**src/rtl/vga_fb_arbiter.sv**
```systemverilog
// ---------------------------------------------------------------------------
// vga_fb_arbiter
//
// Owns the single-port frame-buffer RAM behind the VGA timing generator and
// decides, at every clock edge, who gets the RAM for the next cycle:
//   1. display scan-out (disp_ena=1) always gets a read slot;
//   2. a whole-frame clear writes CLEAR_VAL, one pixel per free slot;
//   3. buffered host pixel writes retire from a small FIFO;
//   4. otherwise the RAM is left idle.
// Host writes are only ever retired in blanking slots, so the display never
// loses a fetch.
//
// Ports
//   clk, rst                      clock, asynchronous active-high reset
//   disp_ena, col, row            active-video flag and pixel position
//   host_valid/host_ready         host write handshake (accepted at posedge)
//   host_addr, host_data          linear pixel address and value
//   clear_req                     single-cycle frame clear request
//   clear_busy                    clear accepted and not yet finished
//   clear_done                    one-cycle pulse after the last clear write
//   host_err                      sticky: an out-of-range host write was dropped
//   mem_en, mem_we, mem_addr,
//   mem_wdata, mem_rdata          registered RAM port; rdata one cycle later
//   pix_valid, pix_data           fetched pixel to the DAC (0 when not valid)
// ---------------------------------------------------------------------------
module vga_fb_arbiter #(
    parameter int H_PIXELS   = 50,
    parameter int V_PIXELS   = 25,
    parameter int H_BITS     = 7,
    parameter int V_BITS     = 5,
    parameter int ADDR_W     = 11,
    parameter int DATA_W     = 8,
    parameter int FIFO_DEPTH = 4,
    parameter logic [DATA_W-1:0] CLEAR_VAL = '0
) (
    input  logic              clk,
    input  logic              rst,
    input  logic              disp_ena,
    input  logic [H_BITS-1:0] col,
    input  logic [V_BITS-1:0] row,
    input  logic              host_valid,
    output logic              host_ready,
    input  logic [ADDR_W-1:0] host_addr,
    input  logic [DATA_W-1:0] host_data,
    input  logic              clear_req,
    output logic              clear_busy,
    output logic              clear_done,
    output logic              host_err,
    output logic              mem_en,
    output logic              mem_we,
    output logic [ADDR_W-1:0] mem_addr,
    output logic [DATA_W-1:0] mem_wdata,
    input  logic [DATA_W-1:0] mem_rdata,
    output logic              pix_valid,
    output logic [DATA_W-1:0] pix_data
);

    localparam int unsigned        TOTAL     = H_PIXELS * V_PIXELS;
    localparam logic [ADDR_W-1:0]  LAST_ADDR = ADDR_W'(TOTAL - 1);
    localparam int                 PTR_W     = $clog2(FIFO_DEPTH);
    localparam logic [PTR_W:0]     FULL_CNT  = (PTR_W + 1)'(FIFO_DEPTH);

    typedef enum logic [1:0] {
        ST_IDLE,
        ST_DRAIN,
        ST_CLEAR
    } state_t;

    state_t             state_q, state_d;
    logic [ADDR_W-1:0]  clr_addr_q, clr_addr_d;

    // Host write FIFO
    logic [ADDR_W-1:0]  fifo_addr [FIFO_DEPTH];
    logic [DATA_W-1:0]  fifo_data [FIFO_DEPTH];
    logic [PTR_W-1:0]   wr_ptr, rd_ptr;
    logic [PTR_W:0]     count;
    logic               fifo_empty, fifo_full;
    logic               ready_int;
    logic               accept, addr_in_range, push, pop;

    // Slot decision for the next RAM cycle
    logic               slot_en, slot_we;
    logic [ADDR_W-1:0]  slot_addr;
    logic [DATA_W-1:0]  slot_wdata;
    logic               done_d;
    logic [ADDR_W-1:0]  disp_addr;

    // Read-return tracking: high while mem_rdata carries a display fetch
    logic               rd_q;

    assign fifo_empty = (count == '0);
    assign fifo_full  = (count == FULL_CNT);

    // Internal ready stays free of rst so the reset net only feeds async
    // resets; the port copy is forced low while reset is held.
    assign ready_int  = !fifo_full && (state_q == ST_IDLE);
    assign host_ready = ready_int && !rst;
    assign clear_busy = (state_q != ST_IDLE);

    assign accept        = host_valid && ready_int;
    assign addr_in_range = (32'(host_addr) < TOTAL);
    assign push          = accept && addr_in_range;

    // Linear scan-out address; wraps to ADDR_W bits for off-screen positions.
    assign disp_addr = ADDR_W'(32'(row) * 32'(H_PIXELS) + 32'(col));

    // -----------------------------------------------------------------------
    // Slot arbitration and clear FSM next-state
    // -----------------------------------------------------------------------
    always_comb begin
        // NOTE: every signal driven here gets a default first, so no path
        // through the block leaves a value unassigned and no latch is inferred.
        state_d    = state_q;
        clr_addr_d = clr_addr_q;
        slot_en    = 1'b0;
        slot_we    = 1'b0;
        slot_addr  = mem_addr;
        slot_wdata = mem_wdata;
        pop        = 1'b0;
        done_d     = 1'b0;

        if (disp_ena) begin
            slot_en   = 1'b1;
            slot_addr = disp_addr;
        end else if (state_q == ST_CLEAR) begin
            slot_en    = 1'b1;
            slot_we    = 1'b1;
            slot_addr  = clr_addr_q;
            slot_wdata = CLEAR_VAL;
            clr_addr_d = clr_addr_q + 1'b1;
            if (clr_addr_q == LAST_ADDR) begin
                state_d = ST_IDLE;
                done_d  = 1'b1;
            end
        end else if (!fifo_empty) begin
            slot_en    = 1'b1;
            slot_we    = 1'b1;
            slot_addr  = fifo_addr[rd_ptr];
            slot_wdata = fifo_data[rd_ptr];
            pop        = 1'b1;
        end

        // The clear only starts once every earlier host write has retired,
        // so the frame ends up uniformly CLEAR_VAL.
        case (state_q)
            ST_IDLE: begin
                if (clear_req) begin
                    state_d = ST_DRAIN;
                end
            end
            ST_DRAIN: begin
                if (fifo_empty) begin
                    state_d    = ST_CLEAR;
                    clr_addr_d = '0;
                end
            end
            default: ;
        endcase
    end

    // -----------------------------------------------------------------------
    // FSM state register
    // -----------------------------------------------------------------------
    always_ff @(posedge clk or posedge rst) begin
        // NOTE: sequential state uses non-blocking assignments so every
        // register samples pre-edge values regardless of statement order.
        if (rst) begin
            state_q    <= ST_IDLE;
            clr_addr_q <= '0;
        end else begin
            state_q    <= state_d;
            clr_addr_q <= clr_addr_d;
        end
    end

    // -----------------------------------------------------------------------
    // Registered RAM port and status outputs
    // -----------------------------------------------------------------------
    always_ff @(posedge clk or posedge rst) begin
        if (rst) begin
            mem_en     <= 1'b0;
            mem_we     <= 1'b0;
            mem_addr   <= '0;
            mem_wdata  <= '0;
            clear_done <= 1'b0;
            host_err   <= 1'b0;
        end else begin
            mem_en     <= slot_en;
            mem_we     <= slot_we;
            mem_addr   <= slot_addr;
            mem_wdata  <= slot_wdata;
            clear_done <= done_d;
            if (accept && !addr_in_range) begin
                host_err <= 1'b1;
            end
        end
    end

    // -----------------------------------------------------------------------
    // FIFO pointers and occupancy
    // -----------------------------------------------------------------------
    always_ff @(posedge clk or posedge rst) begin
        if (rst) begin
            wr_ptr <= '0;
            rd_ptr <= '0;
            count  <= '0;
        end else begin
            if (push) begin
                wr_ptr <= wr_ptr + 1'b1;
            end
            if (pop) begin
                rd_ptr <= rd_ptr + 1'b1;
            end
            case ({push, pop})
                2'b10:   count <= count + 1'b1;
                2'b01:   count <= count - 1'b1;
                default: count <= count;
            endcase
        end
    end

    // NOTE: FIFO storage carries no reset; entries are only read after the
    // reset-cleared pointers say they were written.
    always_ff @(posedge clk) begin
        if (push) begin
            fifo_addr[wr_ptr] <= host_addr;
            fifo_data[wr_ptr] <= host_data;
        end
    end

    // -----------------------------------------------------------------------
    // Read return path: mem_rdata is valid the cycle after a registered read,
    // so the pixel lands two edges after disp_ena was sampled.
    // -----------------------------------------------------------------------
    always_ff @(posedge clk or posedge rst) begin
        if (rst) begin
            rd_q      <= 1'b0;
            pix_valid <= 1'b0;
            pix_data  <= '0;
        end else begin
            rd_q      <= mem_en && !mem_we;
            pix_valid <= rd_q;
            pix_data  <= rd_q ? mem_rdata : '0;
        end
    end

endmodule

```
**config.mk**
```make
export PLATFORM = sky130hd
export DESIGN_NAME = vga_fb_arbiter
export DESIGN_NICKNAME = d
export VERILOG_FILES = /design/src/rtl/vga_fb_arbiter.sv
export SDC_FILE = /design/constraint.sdc
export NUM_CORES = 1
export LEC_CHECK = 0
export ABC_AREA = 1
export CAP_MARGIN = 5
export CORE_MARGIN = 2
export CORE_UTILIZATION = 40
export CTS_CLUSTER_DIAMETER = 200
export DETAILED_ROUTE_END_ITERATION = 7
export DONT_BUFFER_PORTS = 1
export PLACE_DENSITY = 0.6
export SLEW_MARGIN = 5
export SYNTH_ARGS = -nofsm -noshare
export SYNTH_HDL_FRONTEND = slang
export SYNTH_SLANG_ARGS = --single-unit
```
**constraint.sdc**
```tcl
create_clock -name clk -period 2.38 [get_ports clk]
set_input_delay 0.476 -clock clk [delete_from_list [all_inputs] [get_ports clk]]
set_output_delay 0.476 -clock clk [all_outputs]
set_load 0.01 [all_outputs]
```
# [Word level (Yosys, flattened, before mapping)]
# Memory sizes are Yosys's and may differ from the RTL's.
# Cells that the tools add are included.
[op_classes] n_addsub=6 multipliers=1 magnitude_cmp=1 eq_ne=8 n_mux=28 n_bitwise=1 reduce_logical=15
[ops] cell="2-to-1 mux 11 bit" n=7
[ops] cell="2-to-1 mux 8 bit" n=3
[ops] cell="adder 11 x 1 -> 11 bit, second input constant" n=1
[ops] cell="adder 11 x 7 -> 11 bit" n=1
[ops] cell="equality test 11 bit, second input constant" n=1
[ops] cell="less-than comparator 11 bit, second input constant" n=1
[ops] cell="2-to-1 mux 1 bit" n=11
[ops] cell="multiplier 5 x 5 -> 10 bit, second input constant" n=1
[ops] cell="2-to-1 mux 2 bit" n=5
[ops] cell="logical AND 1 bit" n=6
[ops] cell="one-hot mux 3 bit (2 select lines)" n=1
[ops] cell="adder 2 x 1 -> 2 bit, second input constant" n=2
[ops] cell="equality test 2 x 1 -> 1 bit, second input constant" n=2
[ops] cell="equality test 2 bit, second input constant" n=2
[ops] cell="logical NOT 1 bit" n=4
[ops] cell="one-hot mux 2 bit (2 select lines)" n=1
[ops] cell="nonzero test 2 bit" n=2
[ops] cell="adder 3 x 1 -> 3 bit, second input constant" n=1
[ops] cell="equality test 3 bit, second input constant" n=1
[ops] cell="logical NOT 3 bit" n=1
[ops] cell="inequality test 3 x 2 -> 1 bit, second input constant" n=1
[ops] cell="subtractor 3 x 1 -> 3 bit, second input constant" n=1
[ops] cell="logical NOT 2 bit" n=1
[ops] cell="inequality test 2 x 1 -> 1 bit, second input constant" n=1
[ops] cell="2 further kinds" n=2
[word_totals] reg_bits=53 mem_bits_rw=76 in_bits=44 out_inout_bits=34 elab_cells=76 mem_count=2
[memory_table] memory="fifo_addr" words=4 word_bits=11 read_ports=1 rd_ports_with_merged_regs=0 write_ports=1 line="73" source="logic [ADDR_W-1:0] fifo_addr [FIFO_DEPTH];"
[memory_table] memory="fifo_data" words=4 word_bits=8 read_ports=1 rd_ports_with_merged_regs=0 write_ports=1 line="74" source="logic [DATA_W-1:0] fifo_data [FIFO_DEPTH];"

# [Logic depth before layout (Yosys ltp)]
[logic_depth] word_depth=7 depth_mapped=16 mapped_depth_nobuf=16

# [Worst setup path before layout]
# No wires, ideal clock.
[synth_path] kind="input port to flip-flop" startpoint="in row[0]" endpoint="reg mem_addr[7]" setup_time_ns=0.077 t_arrival_ns=2.662 required_ns=2.303 path_slack_ns=-0.359 path_stages=10 n_path_buf=0 path_cell_list="ha_1 ha_1 ha_1 fa_1 ha_1 nand2_1 o211ai_1 xor2_1 nand2_1 a21oi_1"
[synth_via] elab_chain_cells=3
[synth_rtl] element="start, declared" line="40" source="input logic [V_BITS-1:0] row,"
[synth_rtl] element="multiplier 5 x 5 -> 10 bit" line="105" source="assign disp_addr = ADDR_W'(32'(row) * 32'(H_PIXELS) + 32'(col));"
[synth_rtl] element="adder 11 x 7 -> 11 bit" line="105"
[synth_rtl] element="2-to-1 mux 11 bit" line="122" source="if (disp_ena) begin"
[synth_rtl] element="end signal, assigned" line="190" source="mem_addr <= slot_addr;"
[synth_rtl] element="end, declared" line="51" source="output logic [ADDR_W-1:0] mem_addr,"
# No other way between the ends.
# A chain may end at the register's enable or synchronous reset.

# [Worst setup path in the final report]
# Ends and elaborated chain as after synthesis.

==> out/qor.yml <==
outcome:
  status: "complete, no violations"
clocking:
  cts_buffers: 17
  cts_tree: "yes"
  path_clk_slew_ps: 60
  cts-htree-levels: 4
  clock_sinks: 129
  cts_max_path_buffers: 2
  cts-root-buf: "clkbuf_16"
  clock_latency_ps: 420
  cts_resized: 0
setup_path:
  cp_slowest_stage_delay_ps: 480
  slowest_stage: "fa_1"
  arrival_ps: 2600
  r2r_cells: 11
  crit_type: "in -> reg"
  cp_max_fo: 4
  path_depth: 12
  required_ps: 2710
  crit_family: "adder cells"
  crit_buf_inv: 1
  crit_path_frequent_cell: "ha_4"
  path_cells: "ha_4 > ha_4 > ha_4 > fa_1 > ha_4 > nand2_2 > inv_1 > nand4_1 > o211ai_1 > xor2_1 > nand2_1 > a21oi_1"
  cp-end-kind: "flip-flop"
  crit_path_start_kind: "primary input"
sta:
  hold-worst-slack_ps: 153
  hold_viol: 0
  slew_headroom: 0.610
  rsz0062_at_grt: "false"
  fmax_ghz: 0.441
  fin_crit_ps: 2270
  fin_crit_sh: 0.952
  slew_viol_final: 0
  setup_viol: 0
  worstMarginPinSlew_ps: 584
  finalClockSkew_ps: 11.0
global_routing:
  grt_pass1_wl_mm: 20.6
  grt_pass1_vias: 3951
  track_usage: 0.168
  grt_max_degree: 54
  antenna_found_initial: 0
  overflow: 0
logic_synthesis:
  synth_cells: 563
  synth_top_area_cell: "edfxtp_1"
  yosys_warnings: 0
  synthFlopType: "edfxtp_1"
  ys_seq_area_frac: 0.596
  netlist_area_um2: 6050
  syn_area_per_cell_um2: 10.7
  synth_edf_count: 76
  ys_top_cells_by_count: "edfxtp_1 (76), nor2_1 (75), nand2_1 (68), inv_1 (54), dfrtp_1 (53)"
  synth.top_cells.by_area: "edfxtp_1 (38%), dfrtp_1 (22%), ha_1 (6.2%), nor2_1 (4.7%), nand2_1 (4.2%)"
  yosysMostFrequentCell: "edfxtp_1"
  ys_types: 40
  synthArstFlopShare: 0.411
  synth_seq_cells: 129
  synth.net_count: 640
  synth_top_area_share: 0.377
place:
  finalWeightedCongestion: 0.828
  dp_cells: 749
  place_hpwl_mm: 8.99
  port_buffers: 0
route:
  drtPass1Iterations: 4
  vias: 4043
  dr.max_layer_used: "met4"
  drt-total-wl_mm: 13.0
  post_drt_wl_per_cell_um: 16.6
  drc: 0
  drt_iter0_markers: 297
  drtAntennaViolNets: 0
  wl_met3_um: 843
  met2_length_mm: 6.41
  met1_length_mm: 5.56
  vias_per_cell: 5.17
floorplanning:
  core_area_um2: 14600
  start_util: 0.413
  die_w_um: 127
  pin_count: 78
  dieHeight_um: 127
  die_area_um2: 16100
  rows: 44
layout:
  drive_gt1_frac: 0.142
  stdcell_count: 782
  diodes: 0
  syn2layout_area_growth_pct: 15.3
  nets: 662
pwr:
  p_leak_nw: 2.93
  ir_drop_mv: 0.538
  p_per_area_nw_per_um2: 842
  p_total_mw: 5.87
min_path:
  holdPathStages: 0
  min_path_type: "in -> reg"
run:
  max_cap_viol_count: 0
## kinds of logic after synthesis
group           after synthesis  share of synthesized area
buf+inv                      78                     0.0544
flops                       129                      0.596
fa+ha+maj                    33                     0.0720
simple gates                193                      0.148
compound gates              116                      0.109
xor+xnor                     14                     0.0203
## flip-flops by register name, indices dropped and copies added (netlist names)
register    count
fifo_addr      44
fifo_data      32
clr_addr_q     11
mem_addr       11
mem_wdata       8
pix_data        8
count           3
rd_ptr          2
state_q         2
wr_ptr          2
clear_done      1
host_err        1
mem_en          1
mem_we          1
pix_valid       1
rd_q            1
## what timing repair did
item | CTS | global route
hold buffers | 1 | 0
endpoints found under the setup margin | 0 | 1
setup buffers | 0 | 0
hold endpoints to repair | 2 | 0
## power by group
part / switching [mW] / internal, mW
logic: 0.449 / 0.296
registers: 0.170 / 2.52
clock network: 0.969 / 1.47
## area by class of cell
cell class                 count  area [um^2]
tap                          184          230
fill                        1322         7670
timing repair buffer          18          150
clock inverter                12          110
multi-input combinational    356         2180
sequential                   129         3610
inverter                      63          251
clock buffer                  20          447
## stage by stage
| stage | setup WS [ps] | cell area (um^2) | setup TNS [ps] | util |
|---|---|---|---|---|
| global route | 1.45 | 6970 | 0 | 0.476 |
| detailed placement | -326 | 6410 | -1190 | 0.438 |
| global placement | -279 | 6410 | -998 | 0.438 |
| floorplan | -213 | 6110 | -652 | - |
| CTS | 113 | 6970 | 0 | 0.476 |
| finish | 114 | 6970 | 0 | 0.476 |
## cells in the final DEF (no fill, tap or decap), types with 6 or more instances in the layout
| cell type | instances |
|---|---|
| dfrtp_1 | 53 |
| edfxtp_1 | 76 |
| a21oi_1 | 33 |
| inv_2 | 7 |
| clkbuf_16 | 17 |
| ha_1 | 25 |
| nand3_1 | 21 |
| o21ai_0 | 46 |
| a22o_1 | 8 |
| nand2_1 | 67 |
| inv_1 | 53 |
| nor2_1 | 75 |
| buf_4 | 16 |
| xor2_1 | 12 |
| o22ai_1 | 14 |
| nand4_1 | 6 |
## metal layers
metal	vias up	track usage
met5	-	0
met4	0	0.0569
met3	13	0.0574
met2	98	0.281
met1	1949	0.206
li1	1983	-
## path summary, 6_finish.rpt
kind	startpoint	to	slack, ps
setup / recovery	row[0]	mem_addr[7]$_DFFE_PP0P_	110
hold / removal	host_addr[10]	fifo_addr[0][10]$_DFFE_PP_	150
setup reg to reg	state_q[1]$_DFF_PP0_	count[2]$_DFFE_PP0P_	230
hold reg to reg	mem_we$_DFF_PP0_	rd_q$_DFF_PP0_	490
max in group asynchronous	rst	pix_data[5]$_DFF_PP0_	1540
min in group asynchronous	rst	count[2]$_DFFE_PP0P_	570
Power figures use the tool's default switching activity.
